File: config.mk
export PLATFORM = sky130hd
export DESIGN_NAME = instr_encoder_loader
export DESIGN_NICKNAME = d
export VERILOG_FILES = /design/src/rtl/instr_encoder_loader.sv
export SDC_FILE = /design/constraint.sdc
export NUM_CORES = 1
export LEC_CHECK = 0
export CAP_MARGIN = 20
export CORE_UTILIZATION = 45
export CTS_CLUSTER_SIZE = 40
export DETAILED_ROUTE_END_ITERATION = 12
export PLACE_DENSITY = 0.77
export SKIP_LAST_GASP = 1
export SLEW_MARGIN = 10
export SYNTH_ARGS = -nofsm -noshare
export SYNTH_HDL_FRONTEND = slang
export SYNTH_SLANG_ARGS = --single-unit
File: constraint.sdc
create_clock -name clk_i -period 1.6 [get_ports clk_i]
set_input_delay 0.32 -clock clk_i [delete_from_list [all_inputs] [get_ports clk_i]]
set_output_delay 0.32 -clock clk_i [all_outputs]
set_load 0.005 [all_outputs]
File: src/rtl/instr_encoder_loader.sv
// instr_encoder_loader
//   Takes field-level RV32I instruction requests over a valid/ready handshake,
//   encodes each one into a 32-bit word, and writes the words to consecutive
//   IMEM addresses starting at 0.
//
//   state  | meaning
//   IDLE   | no session open, waiting for arm_i
//   ACCEPT | req_ready=1, waiting for a request or finish_i
//   ENCODE | captured request is encoded into imem_wdata and checked
//   WRITE  | imem_we=1 for one cycle, then addr/count advance
//   DONE   | session closed by finish_i or by filling IMEM
//   ERROR  | illegal immediate seen; nothing written, holds until arm_i
//
// Ports:
//   clk_i, rst_i           clock, synchronous active-high reset
//   arm_i                  start or restart a session at word address 0
//   finish_i               close the session (ACCEPT with no valid request)
//   req_valid_i/req_ready  request handshake
//   req_class_i ... req_imm_i  instruction fields
//   imem_we/addr/wdata     IMEM write port
//   word_count, done, full, err  session status
module instr_encoder_loader #(
  parameter int IMEM_DEPTH = 256,
  parameter int ADDR_W     = 8
) (
  input  logic              clk_i,
  input  logic              rst_i,
  input  logic              arm_i,
  input  logic              finish_i,
  input  logic              req_valid_i,
  output logic              req_ready,
  input  logic [2:0]        req_class_i,
  input  logic [2:0]        req_funct3_i,
  input  logic              req_funct7b5_i,
  input  logic [4:0]        req_rd_i,
  input  logic [4:0]        req_rs1_i,
  input  logic [4:0]        req_rs2_i,
  input  logic [31:0]       req_imm_i,
  output logic              imem_we,
  output logic [ADDR_W-1:0] imem_addr,
  output logic [31:0]       imem_wdata,
  output logic [ADDR_W:0]   word_count,
  output logic              done,
  output logic              full,
  output logic              err
);

  typedef enum logic [2:0] {
    S_IDLE, S_ACCEPT, S_ENCODE, S_WRITE, S_DONE, S_ERROR
  } state_t;

  localparam logic [6:0] OP_R      = 7'b0110011;
  localparam logic [6:0] OP_I      = 7'b0010011;
  localparam logic [6:0] OP_LOAD   = 7'b0000011;
  localparam logic [6:0] OP_STORE  = 7'b0100011;
  localparam logic [6:0] OP_BRANCH = 7'b1100011;
  localparam logic [6:0] OP_JAL    = 7'b1101111;
  localparam logic [6:0] OP_JALR   = 7'b1100111;
  localparam logic [6:0] OP_LUI    = 7'b0110111;

  localparam logic [ADDR_W-1:0] LAST_ADDR = ADDR_W'(IMEM_DEPTH - 1);

  state_t      state;
  logic        we_q;
  logic [2:0]  cls_q;
  logic [2:0]  f3_q;
  logic        f7b5_q;
  logic [4:0]  rd_q;
  logic [4:0]  rs1_q;
  logic [4:0]  rs2_q;
  logic [31:0] imm_q;

  logic [31:0] enc_word;
  logic        enc_legal;
  logic        is_shift;

  assign is_shift = (f3_q == 3'b001) || (f3_q == 3'b101);

  always_comb begin
    enc_word  = 32'd0;
    enc_legal = 1'b1;
    case (cls_q)
      3'd0: enc_word = {1'b0, f7b5_q, 5'd0, rs2_q, rs1_q, f3_q, rd_q, OP_R};
      3'd1: begin
        if (is_shift) begin
          enc_word  = {1'b0, f7b5_q, 5'd0, imm_q[4:0], rs1_q, f3_q, rd_q, OP_I};
          enc_legal = (imm_q[31:5] == 27'd0);
        end else begin
          enc_word  = {imm_q[11:0], rs1_q, f3_q, rd_q, OP_I};
          enc_legal = (&imm_q[31:11]) || ~(|imm_q[31:11]);
        end
      end
      3'd2: begin
        enc_word  = {imm_q[11:0], rs1_q, f3_q, rd_q, OP_LOAD};
        enc_legal = (&imm_q[31:11]) || ~(|imm_q[31:11]);
      end
      3'd3: begin
        enc_word  = {imm_q[11:5], rs2_q, rs1_q, f3_q, imm_q[4:0], OP_STORE};
        enc_legal = (&imm_q[31:11]) || ~(|imm_q[31:11]);
      end
      3'd4: begin
        enc_word  = {imm_q[12], imm_q[10:5], rs2_q, rs1_q, f3_q,
                     imm_q[4:1], imm_q[11], OP_BRANCH};
        enc_legal = ((&imm_q[31:12]) || ~(|imm_q[31:12])) && !imm_q[0];
      end
      3'd5: begin
        enc_word  = {imm_q[20], imm_q[10:1], imm_q[11], imm_q[19:12], rd_q, OP_JAL};
        enc_legal = ((&imm_q[31:20]) || ~(|imm_q[31:20])) && !imm_q[0];
      end
      3'd6: begin
        // JALR only has one valid funct3, so the requested one is ignored.
        enc_word  = {imm_q[11:0], rs1_q, 3'b000, rd_q, OP_JALR};
        enc_legal = (&imm_q[31:11]) || ~(|imm_q[31:11]);
      end
      default: begin
        enc_word  = {imm_q[31:12], rd_q, OP_LUI};
        enc_legal = (imm_q[11:0] == 12'd0);
      end
    endcase
  end

  // arm_i must kill a write in the same cycle, so the strobe is gated
  // combinationally rather than waiting for the register to clear.
  assign imem_we = we_q & ~arm_i & ~rst_i;

  always_ff @(posedge clk_i) begin
    if (rst_i) begin
      state      <= S_IDLE;
      req_ready  <= 1'b0;
      we_q       <= 1'b0;
      imem_addr  <= '0;
      imem_wdata <= 32'd0;
      word_count <= '0;
      done       <= 1'b0;
      full       <= 1'b0;
      err        <= 1'b0;
      cls_q      <= 3'd0;
      f3_q       <= 3'd0;
      f7b5_q     <= 1'b0;
      rd_q       <= 5'd0;
      rs1_q      <= 5'd0;
      rs2_q      <= 5'd0;
      imm_q      <= 32'd0;
    end else if (arm_i) begin
      state      <= S_ACCEPT;
      req_ready  <= 1'b1;
      we_q       <= 1'b0;
      imem_addr  <= '0;
      word_count <= '0;
      done       <= 1'b0;
      full       <= 1'b0;
      err        <= 1'b0;
    end else begin
      case (state)
        S_ACCEPT: begin
          if (req_valid_i) begin
            cls_q     <= req_class_i;
            f3_q      <= req_funct3_i;
            f7b5_q    <= req_funct7b5_i;
            rd_q      <= req_rd_i;
            rs1_q     <= req_rs1_i;
            rs2_q     <= req_rs2_i;
            imm_q     <= req_imm_i;
            req_ready <= 1'b0;
            state     <= S_ENCODE;
          end else if (finish_i) begin
            req_ready <= 1'b0;
            done      <= 1'b1;
            state     <= S_DONE;
          end
        end
        S_ENCODE: begin
          imem_wdata <= enc_word;
          if (enc_legal) begin
            we_q  <= 1'b1;
            state <= S_WRITE;
          end else begin
            err   <= 1'b1;
            state <= S_ERROR;
          end
        end
        S_WRITE: begin
          we_q       <= 1'b0;
          imem_addr  <= imem_addr + ADDR_W'(1);
          word_count <= word_count + (ADDR_W + 1)'(1);
          if (imem_addr == LAST_ADDR) begin
            full  <= 1'b1;
            done  <= 1'b1;
            state <= S_DONE;
          end else begin
            req_ready <= 1'b1;
            state     <= S_ACCEPT;
          end
        end
        S_IDLE, S_DONE, S_ERROR: state <= state;
        default: state <= S_IDLE;
      endcase
    end
  end

endmodule

# Word-level counts from Yosys, hierarchy flattened
# Cells that the tools add are included.
# totals
input_bits	59
register_bits	111
# op_classes
eq_ne	22
n_reduce_logical	32
n_addsub	2
mux	21
bitwise	9
# ops
operator	n
32-bit one-hot mux with 7 select lines	1
32-bit 2-to-1 mux	1
27-bit logical NOT	1
21-bit AND reduction	1
21-bit OR reduction	1
20-bit AND reduction	1
20-bit OR reduction	1
3-bit == test, second input constant	6
3-bit by 2-bit == test with 1-bit output, second input constant	4
12-bit logical NOT	1
3-bit 2-to-1 mux	4
3-bit one-hot mux with 4 select lines	1
12-bit AND reduction	1
2-bit AND reduction	6
12-bit OR reduction	1
1-bit 2-to-1 mux	10
2-bit != test, second input constant	5
9-bit by 1-bit adder with 9-bit output, second input constant	1
3-bit by 1-bit == test with 1-bit output, second input constant	3
8-bit by 1-bit adder with 8-bit output, second input constant	1
8-bit == test, second input constant	1
1-bit NOT	7
3-bit logical NOT	2
3-bit != test, second input constant	2
13 further kinds	23

# Depth between registers and ports, before layout
# logic_depth
ltp_word	8
depth_mapped	8
depth_no_buf	6

# Worst setup path after synthesis
# No wires, ideal clock.
# synth_timing
kind	register -> register
startpoint	reg state[1]
endpoint	reg cls_q[0]
setup_time_ns	0.132
t_arrival_ns	1.508
path_buffers	2
slack_ns	-0.040
stages_incl_launch_ff	9
required_time_ns	1.468
period_less_slack_ns	1.640
cell_sequence	dfxtp_1 -> or3b_1 -> inv_1 -> nand2_1 -> or2_1 -> buf_2 -> buf_2 -> nand2_1 -> a21oi_1
# synth_via
elab_chain_len	2
# synth_rtl
item	line_no	rtl
start: declaration	63	state_t state;
start signal: assignment	195	S_IDLE, S_DONE, S_ERROR: state <= state;
3-bit by 1-bit == test with 1-bit output	154	case (state)
3-bit AND reduction (no source line)	--	
end signal: assignment	157	cls_q <= req_class_i;
end: declaration	65	logic [2:0] cls_q;
# No other way between the ends.
# A chain may end at the register's enable or synchronous reset.

# Worst setup path after layout
# layout_timing
startpoint	reg imm_q[21]
endpoint	reg we_q
# layout_via
elab_chain_len	7
# layout_rtl
item	line_no	rtl
start: declaration	71	logic [31:0] imm_q;
start signal: assignment	163	imm_q <= req_imm_i;
21-bit OR reduction (tied with other cells)	--	
1-bit NOT, on equally long branches	--	
1-bit logical OR, on equally long branches	--	
1-bit 2-to-1 mux (tied with other cells)	85	if (is_shift) begin
1-bit one-hot mux with 5 select lines *	82	case (cls_q)
2-bit != test (no source line) *	--	
2-bit AND reduction (no source line) *	--	
end signal: assignment	130	we_q <= 1'b0;
end signal: assignment	147	we_q <= 1'b0;
end signal: assignment	175	we_q <= 1'b1;
end: declaration	64	logic we_q;
# Every way passes the cells marked *; elsewhere a longest branch is shown, timed or not.

==> results by group <==
Synth
  – Synthesized net count: 653
  – Share of the yosys chip area belonging to registers: 47.16%
  – Number of standard cells after synthesis: 592
  – Post-synthesis async set-or-reset flop share: 0%
  – Number of different library cells in the post-synthesis netlist: 54
  – Yosys Warn Count: 0
  – Total of flip-flops plus latches after synthesis: 110
  – Mean instance size in the synthesized netlist: 7.888 µm²
  – Top FF cell, synth: sky130_fd_sc_hd__dfxtp_1
  – EDFF count, synth: 0
  – Post-synthesis instance area: 0.004669 mm²

Clock tree
  – # clock sinks: 110
  – Clock Pin Slew Worst Setup and Hold Paths: 0.10 ns
  – Level count of the clock H-tree: 3
  – CTS tree: yes
  – Max Root-Sink Buffers: 2
  – Later-pin clock latency in the skew report: 0.38 ns
  – Cell at the root of the clock tree: sky130_fd_sc_hd__clkbuf_8
  – Cts bufs inserted: 9

Status
  – Result of the run: finished with violations
  – Violations in the final reports: negative setup slack

Drt
  – Iter 0 DRT Violations: 530
  – Number of vias per cell: 5.839
  – 1st-pass router iterations: 6
  – Routed Wire Length: 17.36 mm
  – Total number of vias: 5,372
  – Drc violations: 0
  – Antenna-violating nets left: 0
  – Post-detailed-route wirelength per cell: 18.87 µm

Timing
  – Maximum clock rate: 539.6 MHz
  – Fraction of the cycle the final worst path needs: 115.8%
  – Final worst slack: -0.2532 ns
  – Final count of pins violating max slew: 0
  – Setup repair after global routing missed its margin: yes
  – Worst Skew: 0.01094 ns
  – Final hold viol count: 0
  – Number of failing setup endpoints in the final timing report: 76
  – Minimum period implied by the final worst setup slack: 1.853 ns
  – Measured slew at the worst slew-check pin: 1.076 ns
  – Worst rel slew slack: 28.30%

Floorplanning
  – Die extent in x: 103.9 µm
  – Die area: 0.01079 mm²
  – Initial cell density of the core: 47.12%
  – Core box area: 0.009910 mm²
  – Die boundary height: 103.9 µm
  – Io pins: 113
  – Site Rows: 36

Power
  – Maximum resistive drop on vdd: 482.8 µV
  – LEAKAGE: 2.943 nW
  – P per Cell Area: 660.2 mW/mm²

Layout
  – Fill count: 640
  – Most common cell after layout, fill and taps aside: sky130_fd_sc_hd__nand2_1
  – Final antenna diode count: 0
  – Fin cells: 920
  – Area growth, synth to finish: 63.53%
  – Area of the multi-input gates: 0.002725 mm²
  – Final layout net count: 844
  – Most frequent cells in the layout: sky130_fd_sc_hd__nand2_1 (108), sky130_fd_sc_hd__clkdlybuf4s50_1 (102), sky130_fd_sc_hd__buf_4 (81)
  – Sequential Area: 0.002272 mm²
  – Share of post-route cells with drive strength above 1: 33.42%

GRT
  – Number of antenna violations at the first check in global routing: 0
  – Via count of the first global-routing pass: 4,950
  – Global-route wire length before repair: 24.33 mm
  – GR Util All Layers: 28.41%
  – Maximum number of pins on one net before global-route repair: 88
  – Total congestion overflow: 0

Critical path
  – Worst Path Max Fanout: 4
  – Worst setup SP type: register
  – Required @ worst endpoint: 1.90 ns
  – Reg2Reg Setup Slack: -0.25 ns
  – Worst setup startpoint: imm_q[21]
  – Critical setup path kind: register to register
  – RR Startpoint: imm_q[21]
  – Type of element capturing the critical path: register
  – Worst Path Arrival: 2.16 ns

Placement
  – Placed Cells incl. Taps: 866
  – Final Wtd Congestion: 0.8976
  – Setup WS pre-CTS: -0.4634 ns
  – Port Buf Inserts: 112
  – HPWL reported at the end of detailed placement: 9.780 mm

Worst hold path
  – Hold_sp: req_imm_i[30]
  – Classification of the worst-slack hold path: input pin to register

Job
  – Max cap viols: 0
-- final cells by class --
cell class	instances	share of cell area [%]
inverters	5	0.2458
repair buffers	221	29.99
clock inverters	5	0.4752
flip-flops and latches	110	29.76
multi-input cells	436	35.69
clock buffers	10	1.671
well taps	133	2.179
-- power by group --
part / total, mW / internal (mW) / switching (mW)
combinational: 0.702 / 0.372 / 0.330
clock: 1.53 / 0.562 / 0.968
sequential: 2.81 / 2.77 / 0.0383
-- metal layers --
metal  routed length, µm  GRT usage (%)
met5                   0              0
met4                 658          13.06
met3                1193          6.704
met2                8796          48.48
met1                6716          33.75
-- cells in the mapped netlist, types with 2 or more instances --
master                     number  area share (%)
sky130_fd_sc_hd__a311oi_1       5            0.94
sky130_fd_sc_hd__nand2b_1       2            0.27
sky130_fd_sc_hd__nor2b_1        3            0.40
sky130_fd_sc_hd__o22ai_1        5            0.67
sky130_fd_sc_hd__buf_4          3            0.48
sky130_fd_sc_hd__and3_1         4            0.54
sky130_fd_sc_hd__a211oi_1      11             1.8
sky130_fd_sc_hd__a21o_1         2            0.32
sky130_fd_sc_hd__buf_2         14             1.5
sky130_fd_sc_hd__buf_1          2            0.16
sky130_fd_sc_hd__or3_1          2            0.27
sky130_fd_sc_hd__a21oi_1       77             8.3
sky130_fd_sc_hd__inv_1          5            0.40
sky130_fd_sc_hd__nor2_1        58             4.7
sky130_fd_sc_hd__a32oi_1        3            0.56
sky130_fd_sc_hd__o211ai_1       5            0.80
sky130_fd_sc_hd__nand3b_1       2            0.32
sky130_fd_sc_hd__ha_1           2            0.54
sky130_fd_sc_hd__nand4_1       16             2.1
sky130_fd_sc_hd__o31ai_1        2            0.32
sky130_fd_sc_hd__nand3_1       11             1.2
sky130_fd_sc_hd__mux2i_1        4            0.86
sky130_fd_sc_hd__o21ai_0       11             1.2
sky130_fd_sc_hd__xnor2_1        3            0.56
sky130_fd_sc_hd__clkbuf_1      21             1.7
sky130_fd_sc_hd__nand2_1      143              11
sky130_fd_sc_hd__xor2_1        11             2.1
sky130_fd_sc_hd__or4_1          3            0.48
sky130_fd_sc_hd__nor4_1         4            0.54
sky130_fd_sc_hd__dfxtp_1      110              47
sky130_fd_sc_hd__a221oi_1       5            0.94
sky130_fd_sc_hd__or2_1          2            0.27
sky130_fd_sc_hd__nor3_1        16             1.7
sky130_fd_sc_hd__nor3b_1        5            0.80
-- state kept, by name (all words and copies together) (netlist names) --
signal      count
done            1
imm_q          32
err             1
rd_q            5
f7b5_q          1
rs2_q           5
imem_wdata     31
word_count      9
cls_q           3
we_q            1
rs1_q           5
req_ready       1
full            1
f3_q            3
state           3
imem_addr       8
-- worst paths after layout --
path	end	cells past startpoint
min reg2reg	rs1_q[1]	2
max	we_q	6
max reg2reg	we_q	6
min	imm_q[30]	3
-- through the flow --
stage	total power [mW]	hold slack [ns]	area (µm²)	utilization [%]	TNS [ns]
detailed placement	3.387	0.4475	6340	63.98	-11.65
global placement	3.372	0.4414	6340	63.98	-8.843
finish	5.041	0.4652	7636	77.06	-9.609
floorplan	3.096	0.4357	4692	-	-0.002129
CTS	4.928	0.4600	6929	69.92	-7.222
global route	5.164	0.4814	7636	77.06	-14.58
-- kinds of logic after synthesis --
group                      count (synthesis)  synth area share [%]
AOI/OAI and AO/OA                        133                 17.15
muxes                                      5                 1.099
xor gates and xnor gates                  14                 2.626
adders and majority gates                  2                0.5358
buffers and inverters                     46                 4.475
and+or+nand+nor                          282                 26.96
DFF                                      110                 47.16
-- worst max-delay path, stage by stage, from the launching register on --
cell	delay [ns]
sky130_fd_sc_hd__dfxtp_1	0.38
sky130_fd_sc_hd__nor4_1	0.38
sky130_fd_sc_hd__and3_1	0.28
sky130_fd_sc_hd__nand4b_1	0.17
sky130_fd_sc_hd__o211ai_2	0.27
sky130_fd_sc_hd__nor3b_2	0.09
sky130_fd_sc_hd__a211oi_2	0.21
-- repair_timing --
| action | in CTS | in global routing |
|---|---|---|
| pin swaps | 18 | 65 |
| setup endpoints to repair | 83 | 114 |
| cloned | 7 | 6 |
| buffers inserted | 8 | 20 |
| hold buffers | 0 | 0 |
| endpoints found under the hold margin | 0 | 0 |
| resized for setup | 57 | 140 |
Power figures use the tool's default switching activity.
